### src/rtl/memory_interface_unit.sv
// memory_interface_unit: bridges the CPU's MAR/MDR request pair onto a single-port RAM with an ack handshake.
// Latency: 3 cycles from the request cycle to mem_ready when ram_ack arrives in the first wait cycle.
// Backpressure: requests are only sampled in IDLE; anything presented while busy is dropped (no queue).
// Optional feature macro: MEM_IF_TIMEOUT_EN adds a 4-bit wait counter, the ERR state and a sticky mem_error.
// Ports: Clock/Reset (sync, active-low); MAR_addr/MDR_wdata/mem_read/mem_write from the CPU;
//   ram_addr/ram_wdata/ram_re/ram_we/ram_rdata/ram_ack to the RAM;
//   mem_rdata/mem_ready/mem_busy/mem_error back to the CPU.
module memory_interface_unit #(
  parameter int ADDR_WIDTH     = 9,
  parameter int TIMEOUT_CYCLES = 15
) (
  input  logic                  Clock,
  input  logic                  Reset,
  input  logic [ADDR_WIDTH-1:0] MAR_addr,
  input  logic [31:0]           MDR_wdata,
  input  logic                  mem_read,
  input  logic                  mem_write,
  output logic [ADDR_WIDTH-1:0] ram_addr,
  output logic [31:0]           ram_wdata,
  output logic                  ram_re,
  output logic                  ram_we,
  input  logic [31:0]           ram_rdata,
  input  logic                  ram_ack,
  output logic [31:0]           mem_rdata,
  output logic                  mem_ready,
  output logic                  mem_busy,
  output logic                  mem_error
);

  typedef enum logic [2:0] {
    IDLE    = 3'd0,
    RD_WAIT = 3'd1,
    WR_WAIT = 3'd2,
    DONE    = 3'd3
`ifdef MEM_IF_TIMEOUT_EN
    ,ERR    = 3'd4
`endif
  } state_t;

  // Legal timeout range is 1..15 (4-bit counter); an illegal value is visible
  // in the elaborated hierarchy as this named block.
  if (TIMEOUT_CYCLES < 1 || TIMEOUT_CYCLES > 15) begin : g_timeout_cycles_out_of_range
  end

  state_t                r_state;
  state_t                w_next;
  logic [ADDR_WIDTH-1:0] r_addr;
  logic [31:0]           r_wdata;
  logic [31:0]           r_rdata;
  logic                  w_latch_addr;
  logic                  w_latch_wdata;
  logic                  w_capture;
  logic                  w_expire;

`ifdef MEM_IF_TIMEOUT_EN
  localparam logic [3:0] LP_LAST_WAIT = 4'(TIMEOUT_CYCLES - 1);
  logic [3:0] r_cnt;
  logic       r_err;

  // r_cnt holds (wait cycle index - 1); it restarts whenever we are not waiting.
  always_ff @(posedge Clock) begin
    if (!Reset) begin
      r_cnt <= 4'd0;
    end else if (r_state == RD_WAIT || r_state == WR_WAIT) begin
      r_cnt <= r_cnt + 4'd1;
    end else begin
      r_cnt <= 4'd0;
    end
  end

  assign w_expire  = (r_cnt == LP_LAST_WAIT);
  assign mem_error = r_err;
`else
  assign w_expire  = 1'b0;
  assign mem_error = 1'b0;
`endif

  // Next state and strobes, all decoded from the registered state.
  always_comb begin
    w_next        = r_state;
    w_latch_addr  = 1'b0;
    w_latch_wdata = 1'b0;
    w_capture     = 1'b0;
    ram_re        = 1'b0;
    ram_we        = 1'b0;
    mem_ready     = 1'b0;
    mem_busy      = 1'b0;
    case (r_state)
      IDLE: begin
        // Write wins over a simultaneous read.
        if (mem_write) begin
          w_next        = WR_WAIT;
          w_latch_addr  = 1'b1;
          w_latch_wdata = 1'b1;
        end else if (mem_read) begin
          w_next       = RD_WAIT;
          w_latch_addr = 1'b1;
        end
      end
      RD_WAIT: begin
        ram_re   = 1'b1;
        mem_busy = 1'b1;
        // An ack on the expiry cycle still completes normally.
        if (ram_ack) begin
          w_next    = DONE;
          w_capture = 1'b1;
        end
`ifdef MEM_IF_TIMEOUT_EN
        else if (w_expire) begin
          w_next = ERR;
        end
`endif
      end
      WR_WAIT: begin
        ram_we   = 1'b1;
        mem_busy = 1'b1;
        if (ram_ack) begin
          w_next = DONE;
        end
`ifdef MEM_IF_TIMEOUT_EN
        else if (w_expire) begin
          w_next = ERR;
        end
`endif
      end
      DONE: begin
        mem_ready = 1'b1;
        mem_busy  = 1'b1;
        w_next    = IDLE;
      end
`ifdef MEM_IF_TIMEOUT_EN
      ERR: begin
        mem_ready = 1'b1;
        w_next    = IDLE;
      end
`endif
      default: w_next = IDLE;
    endcase
  end

  always_ff @(posedge Clock) begin
    if (!Reset) begin
      r_state <= IDLE;
      r_addr  <= '0;
      r_wdata <= '0;
      r_rdata <= '0;
`ifdef MEM_IF_TIMEOUT_EN
      r_err   <= 1'b0;
`endif
    end else begin
      r_state <= w_next;
      if (w_latch_addr)  r_addr  <= MAR_addr;
      if (w_latch_wdata) r_wdata <= MDR_wdata;
      if (w_capture)     r_rdata <= ram_rdata;
`ifdef MEM_IF_TIMEOUT_EN
      // Sticky until reset.
      if (w_next == ERR) r_err <= 1'b1;
`endif
    end
  end

  assign ram_addr  = r_addr;
  assign ram_wdata = r_wdata;
  assign mem_rdata = r_rdata;

endmodule

### config.mk
export PLATFORM = sky130hd
export DESIGN_NAME = memory_interface_unit
export DESIGN_NICKNAME = d
export VERILOG_FILES = /design/src/rtl/memory_interface_unit.sv
export SDC_FILE = /design/constraint.sdc
export NUM_CORES = 1
export LEC_CHECK = 0
export CAP_MARGIN = 25
export CORE_MARGIN = 5
export CORE_UTILIZATION = 42
export DETAILED_ROUTE_END_ITERATION = 8
export HOLD_SLACK_MARGIN = 0.1
export PLACE_DENSITY = 0.94
export SYNTH_ARGS = -nofsm -noshare
export SYNTH_HDL_FRONTEND = slang
export SYNTH_SLANG_ARGS = --single-unit
### constraint.sdc
create_clock -name Clock -period 2.3 [get_ports Clock]
set_input_delay 0.69 -clock Clock [delete_from_list [all_inputs] [get_ports Clock]]
set_output_delay 0.69 -clock Clock [all_outputs]
set_load 0.05 [all_outputs]
# ---- Word level (Yosys, flattened, before mapping)
# Index checks and enable logic that the tools add are counted.
dict set report word_totals {
  reg_bits 76
  inputBits 78
  elab_cells 28
}
dict set report op_classes {
  n_eq_ne 5
  mux 15
  reduce_logical 4
}
# cell count
set op_table {}
lappend op_table {{1-bit two-way mux} 11}
lappend op_table {{3-bit two-way mux} 3}
lappend op_table {{3-bit by 2-bit equality test with 1-bit output (second input constant)} 2}
lappend op_table {{3-bit one-hot mux with 2 select lines} 1}
lappend op_table {{3-bit by 1-bit equality test with 1-bit output (second input constant)} 1}
lappend op_table {{3-bit logical NOT} 1}
lappend op_table {{3-bit inequality test (second input constant)} 1}
lappend op_table {{3-bit OR reduction} 1}
lappend op_table {{2-bit by 1-bit inequality test with 1-bit output (second input constant)} 1}
lappend op_table {{2-bit AND reduction} 1}
lappend op_table {{2-bit OR reduction} 1}

# ---- Depth between registers and ports, before layout
dict set report logic_depth {
  word_depth 4
  ltp_mapped 7
  ltp_nobuf 5
}

# ---- Worst setup path after synthesis
# OpenSTA, ideal clock, no wires.
dict set report synth_timing {
  kind {register to register}
  start {register r_state[1]}
  end {register r_rdata[10], in the netlist mem_rdata[10]}
  setup_ns 0.076
  arrival_ns 1.530
  required_time_ns 2.224
  setup_slack_ns 0.694
  stages_incl_launch_ff 8
  synth_period_minus_slack_ns 1.606
  cell_sequence {dfxtp_1 inv_1 ha_1 and2_1 buf_2 buf_2 nand2_1 a21boi_0}
}
dict set report synth_between {
  elab_chain_cells 2
}
# element line_no
set synth_lines {}
lappend synth_lines {{start, declared} 45} ;# state_t r_state;
lappend synth_lines {{start signal, assigned} 151} ;# r_state <= w_next;
lappend synth_lines {{3-bit by 1-bit equality test with 1-bit output} 88} ;# case (r_state)
lappend synth_lines {{1-bit two-way mux} 88}
lappend synth_lines {{end signal, assigned} 154} ;# if (w_capture) r_rdata <= ram_rdata;
lappend synth_lines {{end, declared} 49} ;# logic [31:0] r_rdata;
# No other way between the ends.
# A chain may end at the register's enable or synchronous reset.

# ---- Worst setup path after layout
dict set report layout_timing {
  start {register r_rdata[22], in the netlist mem_rdata[22]}
  end {output port mem_rdata[22]}
}
# element line_no
set layout_rtl {}
lappend layout_rtl {{end, declared} 24} ;# output logic [31:0] mem_rdata,
# No word-level cell between the ends.

==> impl_metrics.csv <==
group,metric,value,unit
outcome,status,"finished, final reports clean",
clocking,clockRootBuffer,"clkbuf_8",
synthesis,avgSynthCellArea,8.706,um^2
worst_setup_path,critPathKind,"reg -> out",
finish,area_growth_syn_to_layout,65.13,%
detailed_routing,num_vias,2716,
detailed_routing,drt-initial-drc-count,71,
synthesis,synth.top_cell.area_share,51.79,%
finish,n_fill_cell,496,
clocking,htree_levels,3,
sta,finalSetupViolations,0,
worst_setup_path,crit_path_start_kind,"flip-flop",
worst_setup_path,crit_required,1.61,ns
sta,period_needed,2.202,ns
detailed_routing,ant_nets,0,
synthesis,yosysTopAreaCell,"dfxtp_1",
floorplanning,initial_core_util,42.91,%
global_routing,grt_first_pass_wirelength,13.01,mm
worst_setup_path,cpPeakStageDelay,0.83,ns
detailed_routing,route.detailed.drc,0,
sta,final.setup_skew,0.007706,ns
place,pre_cts_slack,0.3032,ns
floorplanning,fp-row-count,30,
global_routing,grt_usage,19.03,%
detailed_routing,dr.pass1.iters,4,
sta,worst_pin_slew,0.5385,ns
synthesis,syn_nets,416,
power_and_ir_drop,ir_drop,0.6612,mV
finish,regArea,0.001501,mm^2
sta,timing.final.crit_share,95.76,%
finish,multiInputGateArea,0.001259,mm^2
place,placed_cells,551,
clocking,insertion_delay,0.33,ns
worst_setup_path,rrSetupSlack,0.79,ns
worst_setup_path,crit_chain,"clkdlybuf4s50_1",
clocking,cts.sinks,75,
finish,stdcell_count,567,
sta,slew-limit-headroom,63.99,%
floorplanning,dieHeight,93.08,um
synthesis,synth_seq_cells,75,
detailed_routing,via_per_inst,4.790,
floorplanning,die-area,0.008664,mm^2
synthesis,synthTopCellsByArea,"dfxtp_1, nand2_1, a21boi_0",
floorplanning,coreArea,0.006756,mm^2
finish,fin_util,70.85,%
detailed_routing,finalWirelength,8.309,mm
clocking,numCtsBuffers,9,
clocking,cts_tree,"built",
finish,layout-drive-gt1-share,5.955,%
finish,num_antenna_cells,0,
place,io_buffers,154,
worst_setup_path,r2r_cells,6,
worst_setup_path,arrival,1.51,ns
hold_path,timing.hold.worst.start,"ram_wdata[31]",
clocking,clock_path_buffers,2,
clocking,cts.clk_slew.worst_paths,0.08,ns
power_and_ir_drop,p_leak,1.810,nW
synthesis,ys_seq_area_share,51.79,%
place,place_hpwl,6.298,mm
sta,hold_violations,0,
global_routing,grt_max_degree,49,
worst_setup_path,critPathSlowestCell,"clkdlybuf4s50_1",
place,gp_congestion,0.7730,
clocking,post_cts_resize_count,0,
floorplanning,die_w,93.08,um
hold_path,whs_endpoint,"ram_wdata[31]",
worst_setup_path,r2r_end,"ram_wdata[13]",
detailed_routing,wl_per_cell,14.65,um
power_and_ir_drop,p_per_area,1070,mW/mm^2
sta,setup_ws,0.09760,ns
worst_setup_path,r2r-start,"r_state[1]",
run,cap_violations,0,
global_routing,antenna_found_initial,0,
hold_path,hold_path_class,"reg -> reg",
floorplanning,pin_count,156,
clocking,post_cts_buffers,0,
sta,drv_slew,0,
synthesis,yosys_warnings,0,
sta,grt_setup_unrepaired,"false",
worst_setup_path,crit_family,"buffers and inverters",
synthesis,synthCells,333,
sta,fmax,454.0,MHz
hold_path,worstHoldPathCells,2,
sta,fin_setup_tns,0,ns
global_routing,grt.overflow.total,0,
synthesis,netlist_area,0.002899,mm^2
clocking,cts_hold_buf,0,
worst_setup_path,worst-path-buf-inv,1,
worst_setup_path,end_kind,"primary output",
global_routing,grt_pass1_vias,2740,
worst_setup_path,crit_fanout,2,
finish,nets,565,
synthesis,synth.distinct_cells,19,
## cell usage after synthesis
cell      instances
o32a_1            1
a21boi_1         31
inv_2             1
a21boi_0         33
o21ai_0           2
nor2b_1          11
mux2i_1          11
buf_2             6
nand2_1         132
buf_4             5
inv_1             3
clkbuf_1          7
o21ai_1           1
and2_1            2
buf_6             1
conb_1            1
ha_1              5
buf_1             5
dfxtp_1          75
## logic make-up (layout without fill, tap and decap cells)
group | count (synthesis) | after routing | share of synthesized area, %
simple gates | 145 | 145 | 19.90
flops | 75 | 75 | 51.79
compound gates | 68 | 68 | 17.44
buf+inv | 28 | 182 | 4.791
mux | 11 | 11 | 3.798
fa+ha+maj | 5 | 5 | 2.158
other cells | 1 | 1 | 0.1294
## flip-flops by register name (all words and copies together), names as in the netlist
signal     flops
mem_rdata     32
ram_addr       9
ram_wdata     32
r_state        2
## cells in the final DEF (no fill, tap or decap), types with 3 or more instances in the layout
master and n:
dfxtp_1 75, buf_12 4, a21boi_0 33, a21boi_1 31, clkbuf_8 11, mux2i_1 11
clkdlybuf4s50_1 149, buf_4 8, nor2b_1 11, bufinv_16 4, nand2_1 132, ha_1 5
inv_1 3
## worst min-delay path: cells and delay by family (launching register included)
family | cells | cell delay [ns]
compound gates | 1 | 0.05
flops | 1 | 0.31
simple gates | 1 | 0.05
## how the worst max path moves through the flow
stage | startpoint | endpoint | cells past startpoint
after CTS | mem_rdata[22] | mem_rdata[22] | 1
final | mem_rdata[22] | mem_rdata[22] | 1
after floorplan | r_state[1] | mem_rdata[10] | 7
after global routing | ram_addr[1] | ram_addr[1] | 1
after detailed placement | mem_write | ram_wdata[13] | 5
after global placement | mem_write | ram_addr[0] | 5
## power by group
| part | leakage (nW) | internal (mW) | switching, mW | total, mW |
|---|---|---|---|---|
| Clock | 0.137 | 0.891 | 0.467 | 1.36 |
| Combinational | 1.06 | 0.782 | 1.34 | 2.13 |
| Sequential | 0.612 | 1.52 | 0.121 | 1.64 |
| Total | 1.81 | 3.19 | 1.93 | 5.12 |
## stage by stage
stage                     hold WS, ns  cell area (um^2)  power [mW]
final                          0.4508              4787       5.122
after global routing           0.4745              4787       5.363
after CTS                      0.4554              4787       5.171
after detailed placement       0.4455              4512       3.806
after global placement         0.4390              4512       3.754
after floorplan                0.4831              2899       3.036
## metal layers
layer | wire length (um) | global-route usage (%) | vias to the layer above
li1 | - | - | 1356
met1 | 3171 | 19.64 | 1241
met2 | 4379 | 35.03 | 99
met3 | 529 | 5.471 | 20
met4 | 228 | 9.158 | 0
met5 | 0 | 0 | -
## final cells by class
class,instances,area share (%)
inverters,4,0.3136
well taps,80,2.091
multi-input cells,230,26.29
flip-flops and latches,75,31.36
clock inverters,4,2.509
clock buffers,12,3.241
repair buffers,162,34.19
No activity file was read; power rests on OpenSTA's default activity.
